$ cat src/rtl/sync_tcounter_if.sv
// Control/status bundle for sync_tcounter.
// The master side drives the count controls and load value; the slave side
// (the counter) returns the registered count, the toggle vector and the
// terminal-count flag.
interface sync_tcounter_if #(
  parameter int WIDTH = 4
);
  logic             en;
  logic             up;
  logic             load;
  logic [WIDTH-1:0] din;
  logic [WIDTH-1:0] q;
  logic [WIDTH-1:0] t_vec;
  logic             tc;

  modport master (
    output en, up, load, din,
    input  q, t_vec, tc
  );

  modport slave (
    input  en, up, load, din,
    output q, t_vec, tc
  );
endinterface

$ cat src/rtl/sync_tcounter.sv
// sync_tcounter: mod-MODULUS counter whose state is updated as q ^ t_vec,
// so t_vec can feed a bank of T flip-flop cells directly.
// Optional feature macro: TCOUNT_UPDOWN_EN
//   defined   -> bus.up selects increment (1) or decrement (0)
//   undefined -> up-only counter, bus.up is ignored
// Out-of-range q (only reachable via X/force) is treated as terminal so the
// next enabled step always lands back in range.
module sync_tcounter #(
  parameter int WIDTH   = 4,
  parameter int MODULUS = 10
) (
  input logic clk,
  input logic reset,
  sync_tcounter_if.slave bus
);

  // Compares and increments run one bit wider so MODULUS == 2**WIDTH is safe.
  localparam logic [WIDTH:0]   MOD_EXT  = (WIDTH+1)'(MODULUS);
  localparam logic [WIDTH:0]   LAST_EXT = MOD_EXT - (WIDTH+1)'(1);
  localparam logic [WIDTH-1:0] LAST     = LAST_EXT[WIDTH-1:0];

  logic [WIDTH-1:0] q_reg;
  logic [WIDTH-1:0] q_next;
  logic [WIDTH-1:0] t_vec;
  logic [WIDTH:0]   q_ext;
  logic [WIDTH:0]   din_ext;
  logic [WIDTH:0]   inc_ext;
  logic             at_last;
  logic             at_zero;
  logic             over_top;
  logic             tc;
  logic             unused_carry;

  assign q_ext    = {1'b0, q_reg};
  assign din_ext  = {1'b0, bus.din};
  assign inc_ext  = q_ext + (WIDTH+1)'(1);
  assign at_last  = (q_ext == LAST_EXT);
  assign at_zero  = (q_ext == '0);
  assign over_top = (q_ext >= LAST_EXT);   // last value or out of range

`ifdef TCOUNT_UPDOWN_EN
  logic [WIDTH:0] dec_ext;
  logic           under_bot;
  logic           unused_borrow;

  assign dec_ext       = q_ext - (WIDTH+1)'(1);
  assign under_bot     = at_zero || (q_ext >= MOD_EXT);
  assign unused_borrow = dec_ext[WIDTH];
  assign unused_carry  = inc_ext[WIDTH];

  // Terminal count: top value going up, zero going down.
  assign tc = bus.en & ~bus.load &
              ((bus.up & at_last) | (~bus.up & at_zero));

  // Next-state selection: load beats count beats hold; wrap by compare.
  always_comb begin
    q_next = q_reg;
    if (bus.load) begin
      q_next = (din_ext < MOD_EXT) ? bus.din : LAST;
    end else if (bus.en) begin
      if (bus.up) begin
        q_next = over_top ? '0 : inc_ext[WIDTH-1:0];
      end else begin
        q_next = under_bot ? LAST : dec_ext[WIDTH-1:0];
      end
    end
  end
`else
  logic unused_up;

  assign unused_up    = bus.up;
  assign unused_carry = inc_ext[WIDTH];

  // Terminal count for the up-only build.
  assign tc = bus.en & ~bus.load & at_last;

  // Next-state selection: load beats count beats hold; wrap by compare.
  always_comb begin
    q_next = q_reg;
    if (bus.load) begin
      q_next = (din_ext < MOD_EXT) ? bus.din : LAST;
    end else if (bus.en) begin
      q_next = over_top ? '0 : inc_ext[WIDTH-1:0];
    end
  end
`endif

  // Per-bit toggle requests; forced quiet while reset is held.
  generate
    for (genvar gi = 0; gi < WIDTH; gi++) begin : g_toggle
      assign t_vec[gi] = ~reset & (q_reg[gi] ^ q_next[gi]);
    end
  endgenerate

  // T-flop state update with asynchronous clear.
  always_ff @(posedge clk or posedge reset) begin
    if (reset) begin
      q_reg <= '0;
    end else begin
      q_reg <= q_reg ^ t_vec;
    end
  end

  assign bus.q     = q_reg;
  assign bus.t_vec = t_vec;
  assign bus.tc    = tc;

endmodule
$ cat src/flat_wrapper.sv
// flat-port wrapper written by rule: the top's interface ports become plain ports
module sync_tcounter_flat 
#(
  parameter int WIDTH   = 4,
  parameter int MODULUS = 10
)
  (clk, reset, bus_en, bus_up, bus_load, bus_din, bus_q, bus_t_vec, bus_tc);
  sync_tcounter_if #(.WIDTH(WIDTH)) bus_i ();
  input logic clk;
  input logic reset;
  input wire logic [$bits(bus_i.en)-1:0] bus_en;
  input wire logic [$bits(bus_i.up)-1:0] bus_up;
  input wire logic [$bits(bus_i.load)-1:0] bus_load;
  input wire logic [$bits(bus_i.din)-1:0] bus_din;
  output wire logic [$bits(bus_i.q)-1:0] bus_q;
  output wire logic [$bits(bus_i.t_vec)-1:0] bus_t_vec;
  output wire logic [$bits(bus_i.tc)-1:0] bus_tc;
  assign bus_i.en = bus_en;
  assign bus_i.up = bus_up;
  assign bus_i.load = bus_load;
  assign bus_i.din = bus_din;
  assign bus_q = bus_i.q;
  assign bus_t_vec = bus_i.t_vec;
  assign bus_tc = bus_i.tc;
  sync_tcounter #(.WIDTH(WIDTH), .MODULUS(MODULUS)) u_core (.clk(clk), .reset(reset), .bus(bus_i));
endmodule
$ cat config.mk
export PLATFORM = sky130hd
export DESIGN_NAME = sync_tcounter_flat
export DESIGN_NICKNAME = d
export VERILOG_FILES = /design/src/rtl/sync_tcounter_if.sv /design/src/rtl/sync_tcounter.sv /design/src/flat_wrapper.sv
export SDC_FILE = /design/constraint.sdc
export NUM_CORES = 1
export LEC_CHECK = 0
export CORE_AREA = 10 10 47 49
export DETAILED_ROUTE_END_ITERATION = 8
export DIE_AREA = 0 0 57 59
export GPL_TIMING_DRIVEN = 0
export PLACE_DENSITY_LB_ADDON = 0.3
export SLEW_MARGIN = 20
export SYNTH_ARGS = -nofsm -noshare
export SYNTH_HDL_FRONTEND = slang
export SYNTH_SLANG_ARGS = --single-unit
$ cat constraint.sdc
create_clock -name clk -period 2.2 [get_ports clk]
set_input_delay 0.33 -clock clk [delete_from_list [all_inputs] [get_ports clk]]
set_output_delay 0.33 -clock clk [all_outputs]
set_load 0.02 [all_outputs]
==> Flow_metrics.wiki <==
{| class="wikitable"
! Metric !! Value
|-
| Effective utilization at floorplan || 0.327
|-
| Result of the run || finished, violations left
|-
| Share of layout cells above drive strength 1 || 0.427
|-
| Count of boundary I/O pins || 18
|-
| Buffers & Inverters on Critical Path || 2
|-
| Most frequently used flop master after synthesis || sky130_fd_sc_hd__dfrtp_1
|-
| Slowest cell on crit path || sky130_fd_sc_hd__dfrtp_2
|-
| Number of buffers created by CTS || 3
|-
| Number of antenna violations at the first check in global routing || 0
|-
| Design area || slightly below 800 µm²
|-
| Headroom to the max-slew limit || 0.628
|-
| Syn nets || 67
|-
| Global-route wire length before repair || roughly 2400 µm
|-
| Number of endpoints failing setup at the final stage || 4
|-
| Nets@finish || 95
|-
| Core area || 0.00140 mm²
|-
| Commonest cells after routing, fill and taps aside || sky130_fd_sc_hd__clkdlybuf4s50_1 (10), sky130_fd_sc_hd__buf_4 (8), sky130_fd_sc_hd__nor2_1 (4), sky130_fd_sc_hd__nand2_1 (4), sky130_fd_sc_hd__buf_6 (4)
|-
| Power density cells || 670 mW/mm²
|-
| Most common cell after layout, fill and taps aside || sky130_fd_sc_hd__clkdlybuf4s50_1
|-
| Max FO, Critical Path || 4
|-
| Post-Place Setup Slack || -0.573 ns
|-
| Number of routed nets with antenna violations || 0
|-
| Sum of routed wire length over all layers || around 1500 µm
|-
| Asr flop ratio synth || 1.00
|-
| Arrival time at the worst endpoint || just over 2 ns
|-
| Area Growth Syn to Fin || 71.9%
|-
| Horizontal extent of the die || roughly 57 µm
|-
| Avg Cell Area, Syn || 8.33 µm²
|-
| Final critical path time including I/O delays and setup || ~2.4 ns
|-
| Port-buffer cells || 15
|-
| Post-Syn Area || around 460 µm²
|-
| Total number of clock tree sinks || 4
|-
| TritonCTS clock tree || done
|-
| Number of inserted diodes || 0
|-
| Routed vias/inst || ~5.6
|-
| Final-layout fill cell count || 143
|-
| Data required, critical path || 1.87 ns
|-
| GRT Residual Overflow || 0
|-
| Number of H-tree levels || 1
|-
| Path class of the lowest-slack min-delay path || in2async
|-
| Worst Setup Path Type || reg2out
|-
| Unrepaired setup endpoints after global routing || true
|-
| Peak clock frequency supported by timing || slightly above 400 MHz
|-
| Warnings from Yosys || 0
|-
| Sequential area share after synthesis || 0.219
|-
| Die Y || 59 µm
|-
| GRT Util Overall || 0.0904
|-
| Post-route fraction of the period consumed by the critical path || 1.09
|-
| Instance area at placement || roughly 660 µm²
|-
| Violation count after the first detailed-route iteration || 23
|-
| Leakage || ~0.32 nW
|-
| Worst vdd rail ir drop || 0.000346 V
|-
| Later-pin clock latency in the skew report || between 0.2 and 0.3 ns
|-
| Critical-path cell list || inv_2 -> ha_4 -> or3b_4 -> a31oi_1 -> o21a_1 -> mux2_4 -> buf_6
|-
| Placed wire-length estimate after detailed placement || between 900 and 1000 µm
|-
| Number of iterations in the first detailed-routing pass || 4
|-
| Root buffer cell || sky130_fd_sc_hd__clkbuf_4
|-
| Violations in the final reports || setup timing
|-
| Max-cap violation count || 0
|-
| Pin count of the biggest net entering global routing || 11
|-
| Count of endpoints failing hold in the final timing report || 0
|-
| Number of placement rows || 14
|-
| Post-route clock skew || ~0.0037 ns
|-
| Clock slew at the register clock pins of the worst setup and hold paths || ~0.04 ns
|-
| Number of global-route vias before repair || between 500 and 600
|-
| Final routed wire length divided by cell count || about 16 µm
|-
| Clock Path Buffers || 2
|-
| Residual DRC || 0
|-
| Synth Register Bits || 4
|-
| Maximum single-stage delay on the critical path || 0.43 ns
|-
| Gate family responsible for the most delay along the worst path || flip-flops
|-
| Worst slew pin tran || approximately 0.56 ns
|-
| Weighted congestion reported at the end of routability-driven placement || approximately 0.73
|-
| Nature of the critical path endpoint || output pin
|-
| Worst setup margin || -0.205 ns
|-
| Cell variety after synth || 33
|-
| Element type at the critical path start || register
|-
| Number of flops mapped to enable cells by yosys || 0
|-
| Count of final max-slew check failures || 0
|-
| R2R setup slack || ~0.20 ns
|-
| Post-cts hold buffer count || 0
|-
| Power after layout || 0.000527 W
|-
| Total Die Area || around 0.0034 mm²
|-
| Total number of vias || approximately 550
|-
| Cell count after synthesis || 55
|}
==> where the power goes <==
| part | total [W] | switching (W) | internal [W] | leakage (nW) |
|---|---|---|---|---|
| logic | 0.000309 | 0.000149 | 0.000161 | 0.253 |
| clock network | 0.000105 | 0.0000364 | 0.0000685 | 0.0150 |
| registers | 0.000113 | 0.0000239 | 0.0000890 | 0.0474 |
==> per-layer routing <==
layer	share of wire	vias to the layer above	wire, µm	GRT usage
met5	0	-	0	0
met4	0.0072	0	11	0.0302
met3	0.11	4	162	0.0687
met2	0.49	22	754	0.140
met1	0.39	265	597	0.0930
li1	-	262	-	-
==> synth_stat cells (2+ instances only) <==
cell type | instances | area, µm²
sky130_fd_sc_hd__nand2_1 | 4 | 15.0
sky130_fd_sc_hd__a21oi_1 | 2 | 10.0
sky130_fd_sc_hd__ha_1 | 3 | 37.5
sky130_fd_sc_hd__o21ai_0 | 3 | 15.0
sky130_fd_sc_hd__inv_1 | 5 | 18.8
sky130_fd_sc_hd__nand2b_1 | 2 | 12.5
sky130_fd_sc_hd__a221o_2 | 2 | 22.5
sky130_fd_sc_hd__mux2_2 | 2 | 22.5
sky130_fd_sc_hd__nor2_1 | 4 | 15.0
sky130_fd_sc_hd__dfrtp_1 | 4 | 100
sky130_fd_sc_hd__nor4b_1 | 2 | 17.5
==> logic make-up (layout without fill, tap and decap cells) <==
family,after synthesis,count (layout),share of synthesized area
xor+xnor,1,1,0.0191
mux,2,2,0.0492
fa+ha+maj,3,3,0.0820
simple gates,19,19,0.235
flops,4,4,0.219
compound gates,18,18,0.320
buf+inv,8,35,0.0765
==> path summary, 6_finish.rpt <==
path	start	cells past startpoint	to
worst max-delay path	register	7	bus_t_vec[0]
worst min-delay path	reset	2	async pin
worst max register to register	register	8	register
worst min register to register	register	2	register
max in group asynchronous	reset	2	async pin
min in group clk	bus_load	4	register
==> timing repair <==
action / 4_1_cts / 5_1_grt
setup buffers: 5 / 3
pin swaps: 7 / 8
endpoints found under the hold margin: 0 / 0
resized for setup: 29 / 5
setup endpoints to repair: 5 / 4
==> cell type report <==
| class | instances | area, µm² | area share |
|---|---|---|---|
| Multi-Input combinational cell | 43 | 392 | 0.498 |
| Timing Repair Buffer | 23 | 211 | 0.269 |
| Sequential cell | 4 | 103 | 0.130 |
| Clock buffer | 4 | 26.3 | 0.0334 |
| Tap cell | 16 | 20.0 | 0.0254 |
| Inverter | 5 | 18.8 | 0.0238 |
| Buffer | 3 | 16.3 | 0.0207 |
==> metrics by stage <==
stage	hold slack (ns)	utilization	std cells	TNS (ns)
after CTS	0.368	0.529	95	-0.628
after detailed placement	0.624	0.472	86	-2.04
after floorplan	0.124	-	55	0
final	0.363	0.562	98	-0.624
after global routing	0.378	0.562	98	-0.971
after global placement	0.619	0.472	86	-1.98
Note: power is estimated with default switching activity, not from simulation.
